`config.mk`:
```
export PLATFORM = sky130hd
export DESIGN_NAME = losowanie_scheduler
export DESIGN_NICKNAME = d
export VERILOG_FILES = /design/src/rtl/losowanie_scheduler.sv
export SDC_FILE = /design/constraint.sdc
export NUM_CORES = 1
export LEC_CHECK = 0
export ABC_CLOCK_PERIOD_IN_PS = 5200
export BUFFER_PORTS_ARGS = -buffer_cell sky130_fd_sc_hd__clkbuf_2
export CORE_MARGIN = 4
export CORE_UTILIZATION = 55
export CTS_CLUSTER_DIAMETER = 40
export DETAILED_ROUTE_END_ITERATION = 16
export PLACE_DENSITY = 0.77
export SYNTH_ARGS = -nofsm -noshare
export SYNTH_HDL_FRONTEND = slang
export SYNTH_SLANG_ARGS = --single-unit
```
`constraint.sdc`:
```
create_clock -name clock -period 5.2 [get_ports clock]
set_clock_uncertainty 0.2 [all_clocks]
set_input_delay 1.04 -clock clock [delete_from_list [all_inputs] [get_ports clock]]
set_output_delay 1.04 -clock clock [all_outputs]
set_load 0.05 [all_outputs]
```
`src/rtl/losowanie_scheduler.sv`:
```
// Purpose : multi-player lottery draw; round-robin grant of pending presses, then a
//           search over a shared free-running counter that skips already-drawn values.
// Latency : grant in IDLE at cycle t -> result_valid at t+2+k (k = used values skipped).
// Backpressure: none; one draw per >=3 cycles, pending presses wait in round-robin order.
// Ports   : clock/reset_ (sync, active-high); press_ per-player level requests;
//           result_valid one-cycle pulse with result/result_player (held between pulses);
//           player_done_ per-player drawn flags, all_done_ = AND of them; busy = FSM not IDLE.
module losowanie_scheduler #(
    parameter int PLAYERS = 4,
    parameter int VALUE_W = 2,
    parameter int PID_W   = 2
) (
    input  logic               clock,
    input  logic               reset_,
    input  logic [PLAYERS-1:0] press_,
    output logic               result_valid,
    output logic [VALUE_W-1:0] result,
    output logic [PID_W-1:0]   result_player,
    output logic [PLAYERS-1:0] player_done_,
    output logic               all_done_,
    output logic               busy
);

    localparam int NVAL = 2 ** VALUE_W;

    typedef enum logic [1:0] {
        IDLE   = 2'd0,
        SEARCH = 2'd1,
        REPORT = 2'd2
    } state_t;

    state_t             state;
    logic [VALUE_W-1:0] counter;
    logic [VALUE_W-1:0] candidate;
    logic [NVAL-1:0]    used;
    logic [PID_W-1:0]   rr_ptr;
    logic [PID_W-1:0]   grant_reg;

    logic [PLAYERS-1:0] pending;
    logic               grant_vld;
    logic [PID_W-1:0]   grant_idx;
    logic [PID_W:0]     scan_idx;

    // Players that already drew cannot compete again.
    assign pending = press_ & ~player_done_;

    // Round-robin pick: first pending bit at or above rr_ptr, wrapping modulo PLAYERS.
    // One extra bit on scan_idx keeps rr_ptr+i from overflowing before the wrap.
    always_comb begin
        grant_vld = 1'b0;
        grant_idx = '0;
        scan_idx  = '0;
        for (int i = 0; i < PLAYERS; i++) begin
            scan_idx = {1'b0, rr_ptr} + (PID_W+1)'(i);
            if (scan_idx >= (PID_W+1)'(PLAYERS))
                scan_idx = scan_idx - (PID_W+1)'(PLAYERS);
            if (!grant_vld && pending[scan_idx[PID_W-1:0]]) begin
                grant_vld = 1'b1;
                grant_idx = scan_idx[PID_W-1:0];
            end
        end
    end

    always_ff @(posedge clock) begin
        if (reset_) begin
            state         <= IDLE;
            counter       <= '0;
            candidate     <= '0;
            used          <= '0;
            rr_ptr        <= '0;
            grant_reg     <= '0;
            result        <= '0;
            result_player <= '0;
            result_valid  <= 1'b0;
            player_done_  <= '0;
        end else begin
            counter      <= counter + 1'b1;
            result_valid <= 1'b0;
            case (state)
                IDLE: begin
                    if (grant_vld) begin
                        grant_reg <= grant_idx;
                        candidate <= counter;
                        state     <= SEARCH;
                    end
                end
                SEARCH: begin
                    // A free value always exists since PLAYERS <= 2**VALUE_W,
                    // so this walk ends within NVAL cycles.
                    if (!used[candidate]) begin
                        used[candidate]         <= 1'b1;
                        result                  <= candidate;
                        result_player           <= grant_reg;
                        player_done_[grant_reg] <= 1'b1;
                        result_valid            <= 1'b1;
                        state                   <= REPORT;
                    end else begin
                        candidate <= candidate + 1'b1;
                    end
                end
                REPORT: begin
                    rr_ptr <= (grant_reg == PID_W'(PLAYERS - 1)) ? '0 : grant_reg + 1'b1;
                    state  <= IDLE;
                end
                default: state <= IDLE;
            endcase
        end
    end

    assign all_done_ = &player_done_;
    assign busy      = (state != IDLE);

endmodule

```
# Yosys cells after proc, flatten, opt, wreduce, memory -nomap -nowiden
# Index checks and enable logic that the tools add are counted.
dict set report word_totals {
  reg_bits 23
  inputBits 6
  word_cells 95
}
dict set report classes {
  addsub 10
  order_cmp 12
  eq_ne 6
  n_mux 34
  n_bitwise 6
  n_reduce_logical 17
}
# operator n
set ops {}
lappend ops {{two-way mux 2 bit} 13}
lappend ops {{< comparator 2 x 3 -> 1 bit, second input constant} 6}
lappend ops {{two-way mux 1 bit} 12}
lappend ops {{binary-select mux 1 bit (select 2 bit)} 5}
lappend ops {{greater-or-equal comparator 3 bit, second input constant} 3}
lappend ops {{OR 4 bit} 2}
lappend ops {{case mux 2 bit (2 select lines)} 2}
lappend ops {{subtractor 2 x 1 -> 2 bit, second input constant} 4}
lappend ops {{adder 2 x 1 -> 2 bit, second input constant} 3}
lappend ops {{adder 2 x 2 -> 3 bit, second input constant} 2}
lappend ops {{!= test 2 bit, second input constant} 3}
lappend ops {{AND reduction 2 bit} 3}
lappend ops {{logical AND 1 bit} 5}
lappend ops {{bitwise AND 4 bit} 1}
lappend ops {{demux 1 bit (select 2 bit)} 2}
lappend ops {{equality test 2 bit, second input constant} 2}
lappend ops {{greater-or-equal comparator 2 x 1 -> 1 bit, second input constant} 2}
lappend ops {{NOT 4 bit} 1}
lappend ops {{AND reduction 4 bit} 1}
lappend ops {{nonzero test 2 bit} 2}
lappend ops {{adder 2 x 1 -> 3 bit, second input constant} 1}
lappend ops {{greater-or-equal comparator 2 x 3 -> 1 bit, second input constant} 1}
lappend ops {{logical NOT 1 bit} 3}
lappend ops {{AND reduction 3 bit} 1}
lappend ops {{4 further kinds} 5}

# Logic depth before layout (Yosys ltp)
dict set report logic_depth {
  word_depth 16
  ltp_mapped 5
  ltp_nobuf 4
}

# Worst setup path after synthesis
# Ideal clock, no wire load.
dict set report synth_path {
  path_type {register to output}
  start {register player_done_[3]}
  end {output all_done_}
  arrival_time_ns 1.229
  required_ns 3.960
  setup_slack_ns 2.731
  stages_incl_launch_ff 2
  cell_sequence {dfxtp_1 -> and4_1}
}
dict set report synth_between {
  elab_chain_cells 1
}
# element line
set synth_rtl {}
lappend synth_rtl {{start, declared} 19} ;# output logic [PLAYERS-1:0] player_done_,
lappend synth_rtl {{start signal, assigned} 75} ;# player_done_ <= '0;
lappend synth_rtl {{start signal, assigned by index} 94} ;# player_done_[grant_reg] <= 1'b1;
lappend synth_rtl {{AND reduction 4 bit} 110} ;# assign all_done_ = &player_done_;
lappend synth_rtl {{end, declared} 20} ;# output logic all_done_,
# Every way passes these cells.

# Worst setup path after layout
dict set report layout_path {
  start {register state[1]}
  end {output busy}
}
dict set report layout_between {
  elab_chain_cells 1
}
# element line
set layout_rtl {}
lappend layout_rtl {{start, declared} 32} ;# state_t state;
lappend layout_rtl {{start signal, assigned} 66} ;# state <= IDLE;
lappend layout_rtl {{start signal, assigned} 84} ;# state <= SEARCH;
lappend layout_rtl {{start signal, assigned} 96} ;# state <= REPORT;
lappend layout_rtl {{nonzero test 2 bit} 111} ;# assign busy = (state != IDLE);
lappend layout_rtl {{end, declared} 21} ;# output logic busy
# Every way passes these cells.

==> impl_metrics.py <==
metrics = {
    "status": {
        "status": "finished, final reports clean",
    },
    "critical_path": {
        "rr_worst_depth": 4,
        "cp_data_arrival_time_ns": 1.24,
        "r2r-start": "candidate[0]",
        "criticalPathCategory": "register to output port",
        "reg2reg_slack_ns": 3.11,
        "crit_required_ns": 3.96,
        "crit_path_start_kind": "register",
        "critPathCaptureType": "output port",
        "crit_fanout": 4,
        "reg2reg_to": "result_player[0]",
    },
    "timing": {
        "clock.fmax_mhz": 404,
        "finalMaxSlewViolations": 0,
        "hold_violations": 0,
        "period_minus_slack_ns": 2.48,
        "min_period_over_period": 0.476,
        "rsz0062_at_grt": "no",
        "final-setup-viol-count": 0,
        "slew_headroom": 0.660,
        "setup_tns_ns": 0,
        "hold_ws_ns": 0.286,
        "worst_pin_slew_ns": 0.508,
    },
    "clock_network": {
        "cts.sinks": 23,
        "cts_tree": "built",
        "cts_buffers": 3,
        "clk_pin_slew_ns": 0.11,
        "hold_buffers": 0,
        "clock_latency_ns": 0.30,
        "post_cts_buffers": 0,
        "cts_root_buf": "clkbuf_4",
        "cts_resized": 0,
        "cts_buffer_depth": 2,
        "htree_levels": 1,
    },
    "grt": {
        "grt_pass1_vias": 855,
        "grt_overflow": 0,
        "antenna_found_initial": 0,
        "grt_max_degree": 25,
        "grt_pass1_wl_um": 3700,
        "grtUsageTotal": 0.182,
    },
    "final_layout": {
        "final_cell_mix": "dfxtp_1, nor2_1, clkbuf_2",
        "fill_cells": 165,
        "reg.largest.list": "player_done_: 4 flops, used: 4 flops",
        "final_common_cell": "dfxtp_1",
        "fin_nets": 147,
        "num_antenna_cells": 0,
        "layout-area-overhead-vs-synth_pct": 9.84,
        "post_route_cells_drive_above_1_share": 0.174,
    },
    "power": {
        "p_switching_mw": 0.153,
        "power.total_mw": 0.424,
        "p_sw_frac": 0.360,
        "pwr-share-seq": 0.515,
        "power_frac_comb": 0.299,
        "internal_power_mw": 0.271,
        "clockPowerShare": 0.186,
        "p_leak_nw": 0.504,
        "ir_drop_mv": 0.226,
        "p_per_area_nw_per_um2": 353,
    },
    "floorplanning": {
        "die_w_um": 52.6,
        "io_pins": 17,
        "fp.dieH_um": 52.6,
        "coreArea_um2": 1800,
        "initial_core_util": 0.607,
        "rows": 15,
        "die_area_um2": 2770,
    },
    "routing": {
        "routed_wl_um": 2100,
        "drt_iter0_drc": 18,
        "wire_per_inst_um": 13.3,
        "drc_errors": 0,
        "vias": 864,
        "drtAntennaViolNets": 0,
        "viasPerCell": 5.50,
        "firstDrtPassIters": 4,
    },
    "min_path": {
        "hp-start": "counter[0]",
        "min_path_type": "register to register",
        "hold_end": "counter[0]",
        "whs_path_depth": 1,
    },
    "synth": {
        "avgSynthCellArea_um2": 9.51,
        "ys_ff_latch": 23,
        "synth_fp_nets": 129,
        "async_reset_ff_frac": 0,
        "syn_area_um2": 1090,
        "yosysWarnings": 0,
        "yosysSeqAreaShare": 0.421,
        "synth.distinct_cells": 30,
        "synth_edf_count": 0,
        "ys.flop_type": "dfxtp_1",
        "syn-instance-count": 115,
    },
    "place": {
        "dp_hpwl_um": 1570,
        "gp_congestion": 0.803,
        "io_buffers": 16,
    },
    "flow_run": {
        "maxCapViolCount": 0,
    },
}
[how the worst max path moves through the flow]
stage | start | end | slack (ns) | cells past startpoint
after floorplan | player_done_[3] | all_done_ | 2.73 | 1
after global placement | press_[2] | candidate[0] | 2.71 | 5
after detailed placement | press_[2] | candidate[0] | 2.61 | 5
after CTS | state[1] | busy | 2.70 | 3
after global routing | state[1] | busy | 2.62 | 3
final | state[1] | busy | 2.72 | 3
[final cells by class]
| cell class | instances | area [um2] | share of cell area |
|---|---|---|---|
| Clock buffer | 4 | 26.3 | 0.0219 |
| Multi-Input combinational cell | 82 | 577 | 0.480 |
| Timing Repair Buffer | 16 | 80.1 | 0.0667 |
| Sequential cell | 23 | 460 | 0.383 |
| Inverter | 7 | 26.3 | 0.0219 |
| Tap cell | 25 | 31.3 | 0.0260 |
[logic make-up after synthesis]
group,share of synthesized area
buf+inv,0.0515
fa+ha+maj,0.0915
flops,0.421
simple gates,0.189
compound gates,0.154
xor+xnor,0.00801
mux,0.0847
[power groups by stage]
stage / Sequential, mW / Combinational [mW] / Clock, mW
final: 0.219 / 0.127 / 0.0788
after global placement: 0.221 / 0.124 / 0
after detailed placement: 0.223 / 0.127 / 0
after floorplan: 0.236 / 0.0889 / 0
after global routing: 0.223 / 0.139 / 0.0901
after CTS: 0.219 / 0.127 / 0.0839
[per-layer routing]
metal / track usage / routed length (um) / up-vias
met5: 0 / 0 / -
met4: 0.140 / 78 / 0
met3: 0.0285 / 71 / 8
met2: 0.293 / 1030 / 21
met1: 0.213 / 914 / 401
li1: - / - / 434
[synth_stat cells, types with 2 or more instances]
cell | instances | area share
a22oi_1 | 2 | 0.014
nand2_1 | 4 | 0.014
a21oi_1 | 13 | 0.059
nand2b_1 | 3 | 0.017
o211ai_1 | 2 | 0.014
nor2_1 | 18 | 0.062
nor3_1 | 3 | 0.014
dfxtp_1 | 23 | 0.42
mux2i_1 | 7 | 0.064
inv_1 | 7 | 0.024
a31oi_1 | 2 | 0.011
nor2b_1 | 6 | 0.034
ha_1 | 8 | 0.092
[per-stage QoR]
| step | cells | util | instance area (um2) | setup WS [ns] |
|---|---|---|---|---|
| 2_1_floorplan | 115 | - | 1090 | 2.73 |
| 5_1_grt | 157 | 0.667 | 1200 | 2.62 |
| 6_report | 157 | 0.667 | 1200 | 2.72 |
| 3_5_place_dp | 153 | 0.652 | 1170 | 2.61 |
| 3_3_place_gp | 153 | 0.652 | 1170 | 2.71 |
| 4_1_cts | 157 | 0.667 | 1200 | 2.70 |
[critical path, stage by stage, from the launching register on]
cell      delay (ns)
dfxtp_1         0.34
nor2_1          0.28
inv_1           0.07
clkbuf_2        0.24
No activity file was read; power rests on OpenSTA's default activity.
